[src/rtl/uart_rx_pkg.sv]
// rtl/uart_rx_pkg.sv - shared state codes and constants for the UART receive path
package uart_rx_pkg;

    localparam logic [2:0] ST_IDLE   = 3'd0;
    localparam logic [2:0] ST_START  = 3'd1;
    localparam logic [2:0] ST_DATA   = 3'd2;
    localparam logic [2:0] ST_PARITY = 3'd3;
    localparam logic [2:0] ST_STOP   = 3'd4;

    localparam logic PARITY_EVEN = 1'b0;
    localparam logic PARITY_ODD  = 1'b1;

    localparam logic [4:0] MIN_PRESCALE = 5'd8;

    // Last oversampling edge of a bit; prescale 0 wraps to 31 so the counter never stalls.
    function automatic logic [4:0] last_edge(input logic [4:0] prescale);
        return prescale - 5'd1;
    endfunction

endpackage

[src/rtl/uart_rx_edge_bit_counter.sv]
// rtl/uart_rx_edge_bit_counter.sv - oversampling edge counter, bit index and end-of-bit strobe
module uart_rx_edge_bit_counter
    import uart_rx_pkg::*;
#(
    parameter int DATA_WIDTH = 8
) (
    input  logic                               clk,
    input  logic                               reset,
    input  logic                               active,
    input  logic [4:0]                         prescale_q,
    input  logic                               bit_clear,
    input  logic                               bit_inc,
    output logic [4:0]                         edge_count,
    output logic [$clog2(DATA_WIDTH+1)-1:0]    bit_index,
    output logic                               bit_end
);

    assign bit_end = active && (edge_count == last_edge(prescale_q));

    always_ff @(posedge clk) begin
        if (reset) begin
            edge_count <= 5'd0;
        end else if (!active || bit_end) begin
            edge_count <= 5'd0;
        end else begin
            edge_count <= edge_count + 5'd1;
        end
    end

    always_ff @(posedge clk) begin
        if (reset || bit_clear) begin
            bit_index <= '0;
        end else if (bit_inc) begin
            bit_index <= bit_index + 1'b1;
        end
    end

endmodule

[src/rtl/uart_rx_controller.sv]
// rtl/uart_rx_controller.sv - UART receive sequencer: start detect, deserialize, parity and stop checks
module uart_rx_controller
    import uart_rx_pkg::*;
#(
    parameter int DATA_WIDTH = 8
) (
    input  logic                  clk,
    input  logic                  reset,
    input  logic                  serial_data_in,
    input  logic [4:0]            prescale,
    input  logic                  parity_enable,
    input  logic                  parity_type,
    input  logic                  sampled_bit,
    output logic                  sampler_enable,
    output logic [4:0]            edge_count,
    output logic [DATA_WIDTH-1:0] parallel_data,
    output logic                  data_valid,
    output logic                  parity_error,
    output logic                  frame_error
);

    localparam int BW = $clog2(DATA_WIDTH + 1);
    localparam logic [BW-1:0] LAST_BIT = BW'(DATA_WIDTH - 1);

    logic [2:0]            state;
    logic [4:0]            prescale_q;
    logic                  parity_enable_q;
    logic                  parity_type_q;
    logic                  parity_bad;
    logic [DATA_WIDTH-1:0] shift_reg;
    logic [BW-1:0]         bit_index;
    logic                  bit_end;
    logic                  parity_expected;

    assign sampler_enable  = (state != ST_IDLE);
    assign parity_expected = (^shift_reg) ^ (parity_type_q == PARITY_ODD);

    uart_rx_edge_bit_counter #(
        .DATA_WIDTH(DATA_WIDTH)
    ) u_counter (
        .clk        (clk),
        .reset      (reset),
        .active     (sampler_enable),
        .prescale_q (prescale_q),
        .bit_clear  (state == ST_START),
        .bit_inc    ((state == ST_DATA) && bit_end),
        .edge_count (edge_count),
        .bit_index  (bit_index),
        .bit_end    (bit_end)
    );

    always_ff @(posedge clk) begin
        if (reset) begin
            state           <= ST_IDLE;
            prescale_q      <= MIN_PRESCALE;
            parity_enable_q <= 1'b0;
            parity_type_q   <= PARITY_EVEN;
            parity_bad      <= 1'b0;
            shift_reg       <= '0;
            parallel_data   <= '0;
            data_valid      <= 1'b0;
            parity_error    <= 1'b0;
            frame_error     <= 1'b0;
        end else begin
            data_valid   <= 1'b0;
            parity_error <= 1'b0;
            frame_error  <= 1'b0;
            case (state)
                ST_IDLE: begin
                    if (!serial_data_in) begin
                        prescale_q      <= prescale;
                        parity_enable_q <= parity_enable;
                        parity_type_q   <= parity_type;
                        parity_bad      <= 1'b0;
                        state           <= ST_START;
                    end
                end
                ST_START: begin
                    // A start bit the sampler votes high was a glitch: drop it silently.
                    if (bit_end) begin
                        state <= sampled_bit ? ST_IDLE : ST_DATA;
                    end
                end
                ST_DATA: begin
                    if (bit_end) begin
                        shift_reg <= {sampled_bit, shift_reg[DATA_WIDTH-1:1]};
                        if (bit_index == LAST_BIT) begin
                            state <= parity_enable_q ? ST_PARITY : ST_STOP;
                        end
                    end
                end
                ST_PARITY: begin
                    if (bit_end) begin
                        parity_bad   <= (sampled_bit != parity_expected);
                        parity_error <= (sampled_bit != parity_expected);
                        state        <= ST_STOP;
                    end
                end
                ST_STOP: begin
                    if (bit_end) begin
                        if (!sampled_bit) begin
                            frame_error <= 1'b1;
                        end else if (!parity_bad) begin
                            parallel_data <= shift_reg;
                            data_valid    <= 1'b1;
                        end
                        state <= ST_IDLE;
                    end
                end
                default: state <= ST_IDLE;
            endcase
        end
    end

endmodule

[config.mk]
export PLATFORM = sky130hd
export DESIGN_NAME = uart_rx_controller
export DESIGN_NICKNAME = d
export VERILOG_FILES = /design/src/rtl/uart_rx_pkg.sv /design/src/rtl/uart_rx_edge_bit_counter.sv /design/src/rtl/uart_rx_controller.sv
export SDC_FILE = /design/constraint.sdc
export NUM_CORES = 1
export LEC_CHECK = 0
export CORE_UTILIZATION = 51
export DETAILED_ROUTE_END_ITERATION = 12
export GPL_TIMING_DRIVEN = 0
export PLACE_DENSITY = 0.88
export SLEW_MARGIN = 10
export SYNTH_ARGS = -nofsm -noshare
export SYNTH_HDL_FRONTEND = slang
export SYNTH_SLANG_ARGS = --single-unit
[constraint.sdc]
create_clock -name clk -period 2.7 [get_ports clk]
set_input_delay 0.54 -clock clk [delete_from_list [all_inputs] [get_ports clk]]
set_output_delay 0.54 -clock clk [all_outputs]
set_load 0.01 [all_outputs]
==> reports/summary.txt, run 1 <==
status = finished clean
vias in the first global route = 1,298
Sum Neg Setup Slack = 0 ns
net switching power = 254 uW
Least-Margin Pin Slew = 0.647 ns
most frequent cells in the layout = 39 x dfxtp_1, 30 x nor2_1, 27 x clkdlybuf4s50_1
antenna viol nets, final = 0
detailed-route via count = 1,381
end-of-flow core utilization = 0.671
DRC violations left = 0
clock power share = 0.295
clock tree buffer depth = 2
top cells by area, synth = dfxtp_1 45%, mux2i_1 9.9%, nor2_1 6.6%, xnor2_1 6.1%, nand2_1 4.1%
Slowest-stage cell, CP = clkdlybuf4s50_1
peak supply drop = 0.000351 V
clk root buf = clkbuf_4
max cap viols = 0
syn_nets = 201
GP Congestion = 0.799
height of the chip = 60.1 um
Crit Path Category = reg -> out
nets@finish = 235
Static Leakage = 0.000868 uW
htree depth = 2
die extent in x = 60.1 um
Worst path max stage delay = 0.50 ns
fraction of registers with async set/reset = 0
GRT Residual Overflow = 0
Combinational Power Share = 0.102
register bit total from synthesis = 39
WL/cell = 12.3 um
Worst-path clk slew = 0.11 ns
syn_area_per_cell = 9.19 um2
Synth Instances = 187
Final Hold Viols = 0
Post-synth top flop = dfxtp_1
WP data arrival = 1.79 ns
crit path max fanout = 9
initial antenna violation count = 0
CP cell instances = clkbuf_1 > nor3_1 > inv_1 > clkdlybuf4s50_1
Final Critical Period = 2.33 ns
largest net degree at the start of global routing = 13
reg-to-reg startpoint = prescale_q[0]$_SDFFE_PP0P_
Gates resized, CTS repair = 0
share of layout cells above drive strength 1 = 0.0631
largest area contributor in the netlist = dfxtp_1
PortBufs = 27
DRT iter0 DRCs = 46
Fmax = 430 MHz
crit end category = primary output
HP Start = parity_enable_q$_SDFFE_PP0P_
Sequential Power Share = 0.603
Post-CTS Setup Repair Bufs = 0
Diodes inserted = 0
max-slew violations = 0
I/O pin total = 28
EDFF count, synth = 0
Worst Hold Class = reg -> reg
Synth top area share = 0.454
Layout area overhead = 22.1%
Period Utilization, post-route = 0.862
Vias/cell = 5.19
Initial DRT Pass Iterations = 4
Distinct cells, synth = 35
Die Footprint = 0.00361 mm2
setup violators final = 0
Num CTS Buffers = 5
HPWL after detailed placement = 2.43 mm
internal power = 732 uW
Sw Share = 0.257
DRT Wirelength = 3.26 mm
Initial Utilization = 0.550
pwr dens = 470 mW/mm2
synth warn = 0
crit path from = state[0]$_SDFFE_PP0P_
clock latency on the worst-skew pair = 0.35 ns
RSZ-0062 raised after global routing = no
TritonCTS clock tree = built
Max transition margin = 0.567
Syn Std Cell Area = 0.00172 mm2
Cell Rows = 20
CP startpoint kind = flop
clk sinks = 39
most common cell after layout, fill and taps aside = dfxtp_1
worst clock skew = 0.00379 ns
Core Region = 0.00313 mm2
WP data required = 2.16 ns
cts-stage hold buffer count = 0
wire length of the first global-routing pass = 5.65 mm
sequential-to-total area share from yosys stat = 0.454
GRT Total Usage = 0.216
Fillers = 259
-- critical path, delay by kind of cell (launching register included) --
kind | cells | cell delay (ns)
buffers and inverters | 3 | 0.78
flip-flops | 1 | 0.31
AND/OR/NAND/NOR | 1 | 0.34
-- per-stage QoR --
step	total power [uW]	cell area [um2]	worst slack (ns)	std cells	hold slack (ns)
global placement	705	2040	0.534	258	0.445
finish	985	2100	0.372	266	0.471
detailed placement	707	2040	0.504	258	0.453
floorplan	669	1720	0.653	187	0.436
global route	1030	2100	0.235	266	0.500
CTS	994	2100	0.377	266	0.469
-- metal layers --
metal,track usage,vias to the layer above,part of all wire
met4,0.0997,0,0.019
met3,0.0584,8,0.055
li1,-,706,-
met1,0.252,630,0.45
met2,0.367,37,0.48
met5,0,-,0
-- cells in the mapped netlist (2+ instances only) --
cell,count
nor2_1,30
dfxtp_1,39
clkbuf_1,5
ha_1,3
nand2_1,19
mux2i_1,17
xnor2_1,12
o21ai_0,2
o21ai_1,2
buf_2,3
xor2_1,7
a21oi_1,9
inv_1,6
nor2b_1,2
o2111ai_1,3
nor3_1,3
or3_1,2
nand3_1,5
nor4_1,2
-- cells by family after synthesis --
group | Yosys count | share of synthesized area
AND/OR/NAND/NOR | 71 | 0.194
flip-flops | 39 | 0.454
AO/OA/AOI/OAI | 23 | 0.0953
XOR/XNOR | 19 | 0.0968
multiplexers | 17 | 0.0990
buffers and inverters | 15 | 0.0393
adder cells (fa/ha/maj) | 3 | 0.0218
-- power groups by stage --
stage	Combinational, uW	Sequential [uW]	Clock [uW]
2_1_floorplan	63.3	606	0
3_3_place_gp	97.8	607	0
3_5_place_dp	100	607	0
4_1_cts	101	594	299
5_1_grt	112	596	322
6_report	101	594	291
-- area by class of cell --
type	count	area [um2]	area share
multi-input combinational	133	871	0.415
clock inverter	2	12.5	0.00596
tap	44	55.1	0.0262
inverter	6	22.5	0.0107
timing repair buffer	27	270	0.129
sequential	39	781	0.372
clock buffer	6	41.3	0.0197
buffer	9	45.0	0.0215
-- path summary, 6_finish.rpt --
path                             endpoint  slack (ns)  cells past startpoint
max                        sampler_enable        0.37                      4
min          parity_enable_q$_SDFFE_PP0P_        0.47                      2
max reg2reg         state[1]$_SDFFE_PP0P_        0.50                      7
min reg2reg  parity_enable_q$_SDFFE_PP0P_        0.47                      2
(Power assumes the default switching activity.)
==> inputs of run 2 (changes only) <==
--- a/config.mk
+++ b/config.mk
@@ -5,10 +5,11 @@
 export SDC_FILE = /design/constraint.sdc
 export NUM_CORES = 1
 export LEC_CHECK = 0
+export ABC_AREA = 1
 export CORE_UTILIZATION = 51
 export DETAILED_ROUTE_END_ITERATION = 12
 export GPL_TIMING_DRIVEN = 0
-export PLACE_DENSITY = 0.88
+export PLACE_DENSITY = 0.87
 export SLEW_MARGIN = 10
 export SYNTH_ARGS = -nofsm -noshare
 export SYNTH_HDL_FRONTEND = slang
==> reports/summary.txt, run 2 <==
status = finished clean
WL/cell = 11.2 um (-8.3%)
initial antenna violation count = 0 (unchanged)
Post-CTS Setup Repair Bufs = 0 (unchanged)
HPWL after detailed placement = 2.90 mm (+20%)
nets@finish = 313 (+33%)
Static Leakage = 0.000947 uW (+9.1%)
RSZ-0062 raised after global routing = no
net switching power = 633 uW (+150%)
Final Critical Period = 2.13 ns (-0.195 ns)
Cell Rows = 21 (+5.0%)
sequential-to-total area share from yosys stat = 0.415 (-0.0393)
synth warn = 0 (unchanged)
largest net degree at the start of global routing = 12 (-1)
antenna viol nets, final = 0 (unchanged)
die extent in x = 62.7 um (+4.5%)
Initial Utilization = 0.547 (-0.00289)
Gates resized, CTS repair = 0 (unchanged)
Worst path max stage delay = 0.57 ns (+0.07 ns)
Num CTS Buffers = 5 (unchanged)
GRT Total Usage = 0.222 (+0.00578)
clock tree buffer depth = 2 (unchanged)
Fillers = 298 (+15%)
vias in the first global route = 1,546 (+19%)
crit end category = primary output
PortBufs = 27 (unchanged)
Max transition margin = 0.656 (+0.0889)
Fmax = 469 MHz (+9.2%)
Slowest-stage cell, CP = clkdlybuf4s50_1
crit path max fanout = 5 (-4)
Sum Neg Setup Slack = 0 ns (unchanged)
internal power = 1040 uW (+42%)
clk sinks = 39 (unchanged)
most frequent cells in the layout = 57 x nand2_1, 39 x dfxtp_1, 38 x nor2_1
largest area contributor in the netlist = dfxtp_1
TritonCTS clock tree = built
worst clock skew = 0.00580 ns (+0.00201 ns)
Sw Share = 0.379 (+0.122)
DRT Wirelength = 3.89 mm (+19%)
Sequential Power Share = 0.412 (-0.191)
most common cell after layout, fill and taps aside = nand2_1
setup violators final = 0 (unchanged)
Initial DRT Pass Iterations = 4 (unchanged)
Core Region = 0.00344 mm2 (+10%)
Worst-path clk slew = 0.07 ns (-0.04 ns)
clock latency on the worst-skew pair = 0.29 ns (-0.06 ns)
CP bufs+invs = 2 (-1)
register bit total from synthesis = 39 (unchanged)
CP startpoint kind = flop
Combinational Power Share = 0.363 (+0.261)
Diodes inserted = 0 (unchanged)
GRT Residual Overflow = 0 (unchanged)
Final Hold Viols = 0 (unchanged)
end-of-flow core utilization = 0.666 (-0.00522)
Distinct cells, synth = 28 (-20%)
fraction of registers with async set/reset = 0 (unchanged)
WP data required = 2.16 ns (about the same)
max cap viols = 0 (unchanged)
clock power share = 0.225 (-0.070)
top cells by count, synth = 57 x nand2_1, 39 x dfxtp_1, 38 x nor2_1, 29 x inv_1, 22 x a21oi_1
clk root buf = clkbuf_8
Die Footprint = 0.00394 mm2 (+9.1%)
Post-synth top flop = dfxtp_1
Crit Path Category = reg -> out
peak supply drop = 0.000442 V (+26%)
I/O pin total = 28 (unchanged)
top cells by area, synth = dfxtp_1 41%, nand2_1 11%, nor2_1 7.6%, a21oi_1 5.9%, inv_1 5.8%
Period Utilization, post-route = 0.790 (-0.0723)
Syn Std Cell Area = 0.00188 mm2 (+9.5%)
height of the chip = 62.7 um (+4.5%)
syn_nets = 279 (+39%)
CP cell instances = inv_1 > nand2_1 > clkdlybuf4s50_1
DRC violations left = 0 (unchanged)
count leader, synth = nand2_1
Worst Hold Class = reg -> reg
GP Congestion = 0.895 (+12%)
detailed-route via count = 1,801 (+30%)
EDFF count, synth = 0 (unchanged)
pwr dens = 729 mW/mm2 (+55%)
cts-stage hold buffer count = 0 (unchanged)
syn_area_per_cell = 7.10 um2 (-23%)
DRT iter0 DRCs = 168 (+270%)
htree depth = 2 (unchanged)
wire length of the first global-routing pass = 6.87 mm (+21%)
max-slew violations = 0 (unchanged)
critical path's top delay family = buffers and inverters
share of layout cells above drive strength 1 = 0.0700 (+0.00694)
Synth Instances = 265 (+42%)
Layout area overhead = 21.7%
Vias/cell = 5.21 (+0.26%)
Least-Margin Pin Slew = 0.514 ns (-0.133 ns)
WP data arrival = 1.59 ns (-0.20 ns)
Synth top area share = 0.415 (-0.0393)
-- run 2: cell count changes after synthesis, moves of 13 or more --
cell / change
mux2i_1: -17
a21oi_1: +13
inv_1: +23
nand2_1: +38
o21ai_0: +13
-- run 2: metal layers --
layer	GRT usage	vias up	wire length (um)
met1	0.295	819	1810
met5	0	-	0
met4	0.110	0	79
li1	-	917	-
met2	0.334	55	1770
met3	0.0529	10	228
-- run 2: cell families after synthesis --
| kind of cell | count (synthesis) | synth area share |
|---|---|---|
| AO/OA/AOI/OAI | 41 | 0.114 |
| XOR/XNOR | 12 | 0.0559 |
| adder cells (fa/ha/maj) | 3 | 0.0199 |
| buffers and inverters | 39 | 0.0864 |
| flip-flops | 39 | 0.415 |
| AND/OR/NAND/NOR | 131 | 0.309 |
-- run 2: worst min-delay path, stage by stage, from the launching register on --
cell and delay, ns:
dfxtp_1 0.33, nor2_1 0.05, nor2_1 0.06
-- run 2: power groups by stage --
stage	logic [uW]	registers, uW	clock network, uW
after floorplan	444	694	0
after global placement	584	699	0
after detailed placement	598	701	0
after CTS	601	689	385
after global routing	688	699	412
final	606	689	376
-- run 2: path summary, 6_finish.rpt --
path	start	endpoint	slack, ns	depth (start not counted)
worst max register to register	prescale_q[0]$_SDFFE_PP0P_	parallel_data[2]$_SDFFE_PP0P_	0.74	14
worst min-delay path	parallel_data[0]$_SDFFE_PP0P_	parallel_data[0]$_SDFFE_PP0P_	0.47	2
worst max-delay path	state[0]$_SDFFE_PP0P_	sampler_enable	0.57	3
worst min register to register	parallel_data[0]$_SDFFE_PP0P_	parallel_data[0]$_SDFFE_PP0P_	0.47	2
-- run 2: layout make-up --
cell class	instances	area (um2)	area share
sequential	39	781	0.341
timing repair buffer	27	270	0.118
inverter	34	128	0.0557
tap	46	57.6	0.0251
buffer	5	35.0	0.0153
clock buffer	7	76.3	0.0333
clock inverter	1	5.00	0.00218
multi-input combinational	187	938	0.410
-- run 2: stage by stage --
step,area (um2),total power (uW),hold slack [ns],cells,setup WS (ns)
2_1_floorplan,1880,1140,0.438,265,1.04
3_3_place_gp,2210,1280,0.448,338,0.520
3_5_place_dp,2210,1300,0.457,338,0.507
4_1_cts,2290,1670,0.473,346,0.573
5_1_grt,2290,1800,0.492,346,0.486
6_report,2290,1670,0.466,346,0.567
==> RTL edit: new RTL, settings of run 1 <==
Make the reset (`reset`) asynchronous in 2 clocked blocks.
--- a/src/rtl/uart_rx_edge_bit_counter.sv
+++ b/src/rtl/uart_rx_edge_bit_counter.sv
@@ -19,3 +19,3 @@
 
-    always_ff @(posedge clk) begin
+    always_ff @(posedge clk or posedge reset) begin
         if (reset) begin
--- a/src/rtl/uart_rx_controller.sv
+++ b/src/rtl/uart_rx_controller.sv
@@ -51,3 +51,3 @@
 
-    always_ff @(posedge clk) begin
+    always_ff @(posedge clk or posedge reset) begin
         if (reset) begin
Formal check against the unedited RTL: differs if reset is asserted again (counterexample within 4 cycles, from zero or initial values and one cycle with reset high); with reset held inactive, the same outputs for 10 cycles.
==> RTL edit against run 1 <==
- routed wire length shrank 0.92%
- sequential cell count unchanged
- design area up 6.0%
- critical path type is now reg -> reg
- worst setup slack lost 0.20 ns
- synthesized area increased by 4.4%
- critical path depth up 3
- count of clock-buffer cells in the layout unchanged
- via count down 12%
- first-iteration DRC count fell by 33%
Power is not compared: it rests on default switching activity, and its combinational part moved more than twofold at a synthesized area within 25%.
==> RTL edit: results (changes against run 1) <==
stage,metric,value,unit,change
critical_path,worstPathMaxFanout,9,,unchanged
logic_synthesis,synth_common_cells,"dfrtp_1, mux2_2, nor2_1, xnor2_1",,"was dfxtp_1, nor2_1, nand2_1, mux2i_1, xnor2_1"
place,dp_hpwl,2420,um,was 2430 um
critical_path,r2r_slack,0.18,ns,was 0.50 ns
critical_path,r2r_cells,7,,unchanged
logic_synthesis,ys_seq_area_share,53.3,%,was 45.4%
drt,dr_wl_met3,164,um,was 179 um
drt,routed-wl-met2,1680,um,was 1550 um
drt,drt_iter0_markers,31,,was 46
sta,slew_headroom,51.7,%,was 56.7%
logic_synthesis,synth.lib_cells_used.distinct,34,,was 35
hold_path,hold_start,u_counter.bit_index[3],,was parity_enable_q
place,finalWeightedCongestion,0.838,,was 0.799
layout,fillCellCount,298,,was 259
critical_path,cp-endpoint,parallel_data[7],,was sampler_enable
sta,timing.final.crit_share,93.5,%,was 86.2%
logic_synthesis,synth_area_leaders,"dfrtp_1, mux2_2, xnor2_1, dfxtp_1, xor2_1",,"was dfxtp_1, mux2i_1, nor2_1, xnor2_1, nand2_1"
sta,hold_slack,0.514,ns,was 0.471 ns
global_route,grt_pass1_vias,1237,,was 1298
critical_path,arrival,2.76,ns,was 1.79 ns
layout,drive_gt1_share,20.3,%,was 6.31%
sta,fin_skew,0.0190,ns,was 0.00379 ns
layout,nets,195,,was 235
logic_synthesis,syn_nets,161,,was 201
run_status,outcome,"complete, no violations",,unchanged
drt,dr.max_layer_used,met4,,unchanged
logic_synthesis,ys.flop_type,dfrtp_1,,was dfxtp_1
drt,wirelength,3230,um,was 3260 um
clock_tree,clk_latency,0.36,ns,
place,pre_cts_ws,0.202,ns,was 0.504 ns
place,io_buffers,27,,unchanged
hold_path,min_to,u_counter.bit_index[3],,was parity_enable_q
clock_tree,post-cts-setup-buffer-count,0,,unchanged
drt,routed_via_density,5.31,,was 5.19
global_route,grt_pass1_wl,5510,um,was 5650 um
drt,drt-met1-wl,1330,um,was 1470 um
global_route,grt_max_degree,37,,was 13
pwr,power_leakage,0.000968,uW,
global_route,grt.total_usage,21.1,%,was 21.6%
logic_synthesis,async_reset_ff_share,89.7,%,was 0%
critical_path,crit_start,prescale_q[0],,was state[0]
-- RTL edit: cell types whose count changed after synthesis, moves of 4 or more --
cell     delta
o21ai_0     +4
mux2i_1    -16
mux2_2     +21
a21oi_1     -5
nand2_1    -13
dfrtp_1    +34
dfxtp_1    -35
nor2_1     -19
-- RTL edit: kinds of logic after synthesis --
family,share of synthesized area [%]
flip-flops,53.3
AND/OR/NAND/NOR,11.7
multiplexers,13.7
AO/OA/AOI/OAI,7.39
XOR/XNOR,9.55
buffers and inverters,2.16
adder cells (fa/ha/maj),2.09
-- RTL edit: final cells by class --
cell class,count,share of cell area [%]
multi-input cells,99,35.9
plain buffers,5,1.07
well taps,46,2.59
repair buffers,27,12.2
clock buffers,6,1.86
flip-flops and latches,39,43.1
inverters,4,0.675
clock inverters,2,2.70
-- RTL edit: per-stage QoR --
stage / instance area (um^2) / std cells
floorplan: 1790 / 147
global placement: 2120 / 220
detailed placement: 2120 / 220
CTS: 2220 / 228
global route: 2220 / 228
finish: 2220 / 228
-- RTL edit: per-layer routing --
| layer | up-vias | track usage (%) |
|---|---|---|
| met5 | - | 0 |
| li1 | 583 | - |
| met3 | 6 | 7.98 |
| met2 | 31 | 36.5 |
| met1 | 591 | 22.4 |
| met4 | 0 | 11.0 |
-- RTL edit: worst max-delay path, cell delays in order (launching register included) --
cell and delay [ns]:
dfrtp_1 0.43, inv_1 0.08, ha_1 0.23, nand4bb_1 0.15, a211oi_2 0.31, o211ai_2 0.20, nor4b_4 0.60, mux2_2 0.40
-- RTL edit: power groups by stage --
stage | registers (uW) | clock network, uW | logic (uW)
2_1_floorplan | 840 | 0 | 580
3_3_place_gp | 848 | 0 | 746
3_5_place_dp | 858 | 0 | 788
4_1_cts | 846 | 489 | 793
5_1_grt | 866 | 517 | 882
6_report | 845 | 482 | 785
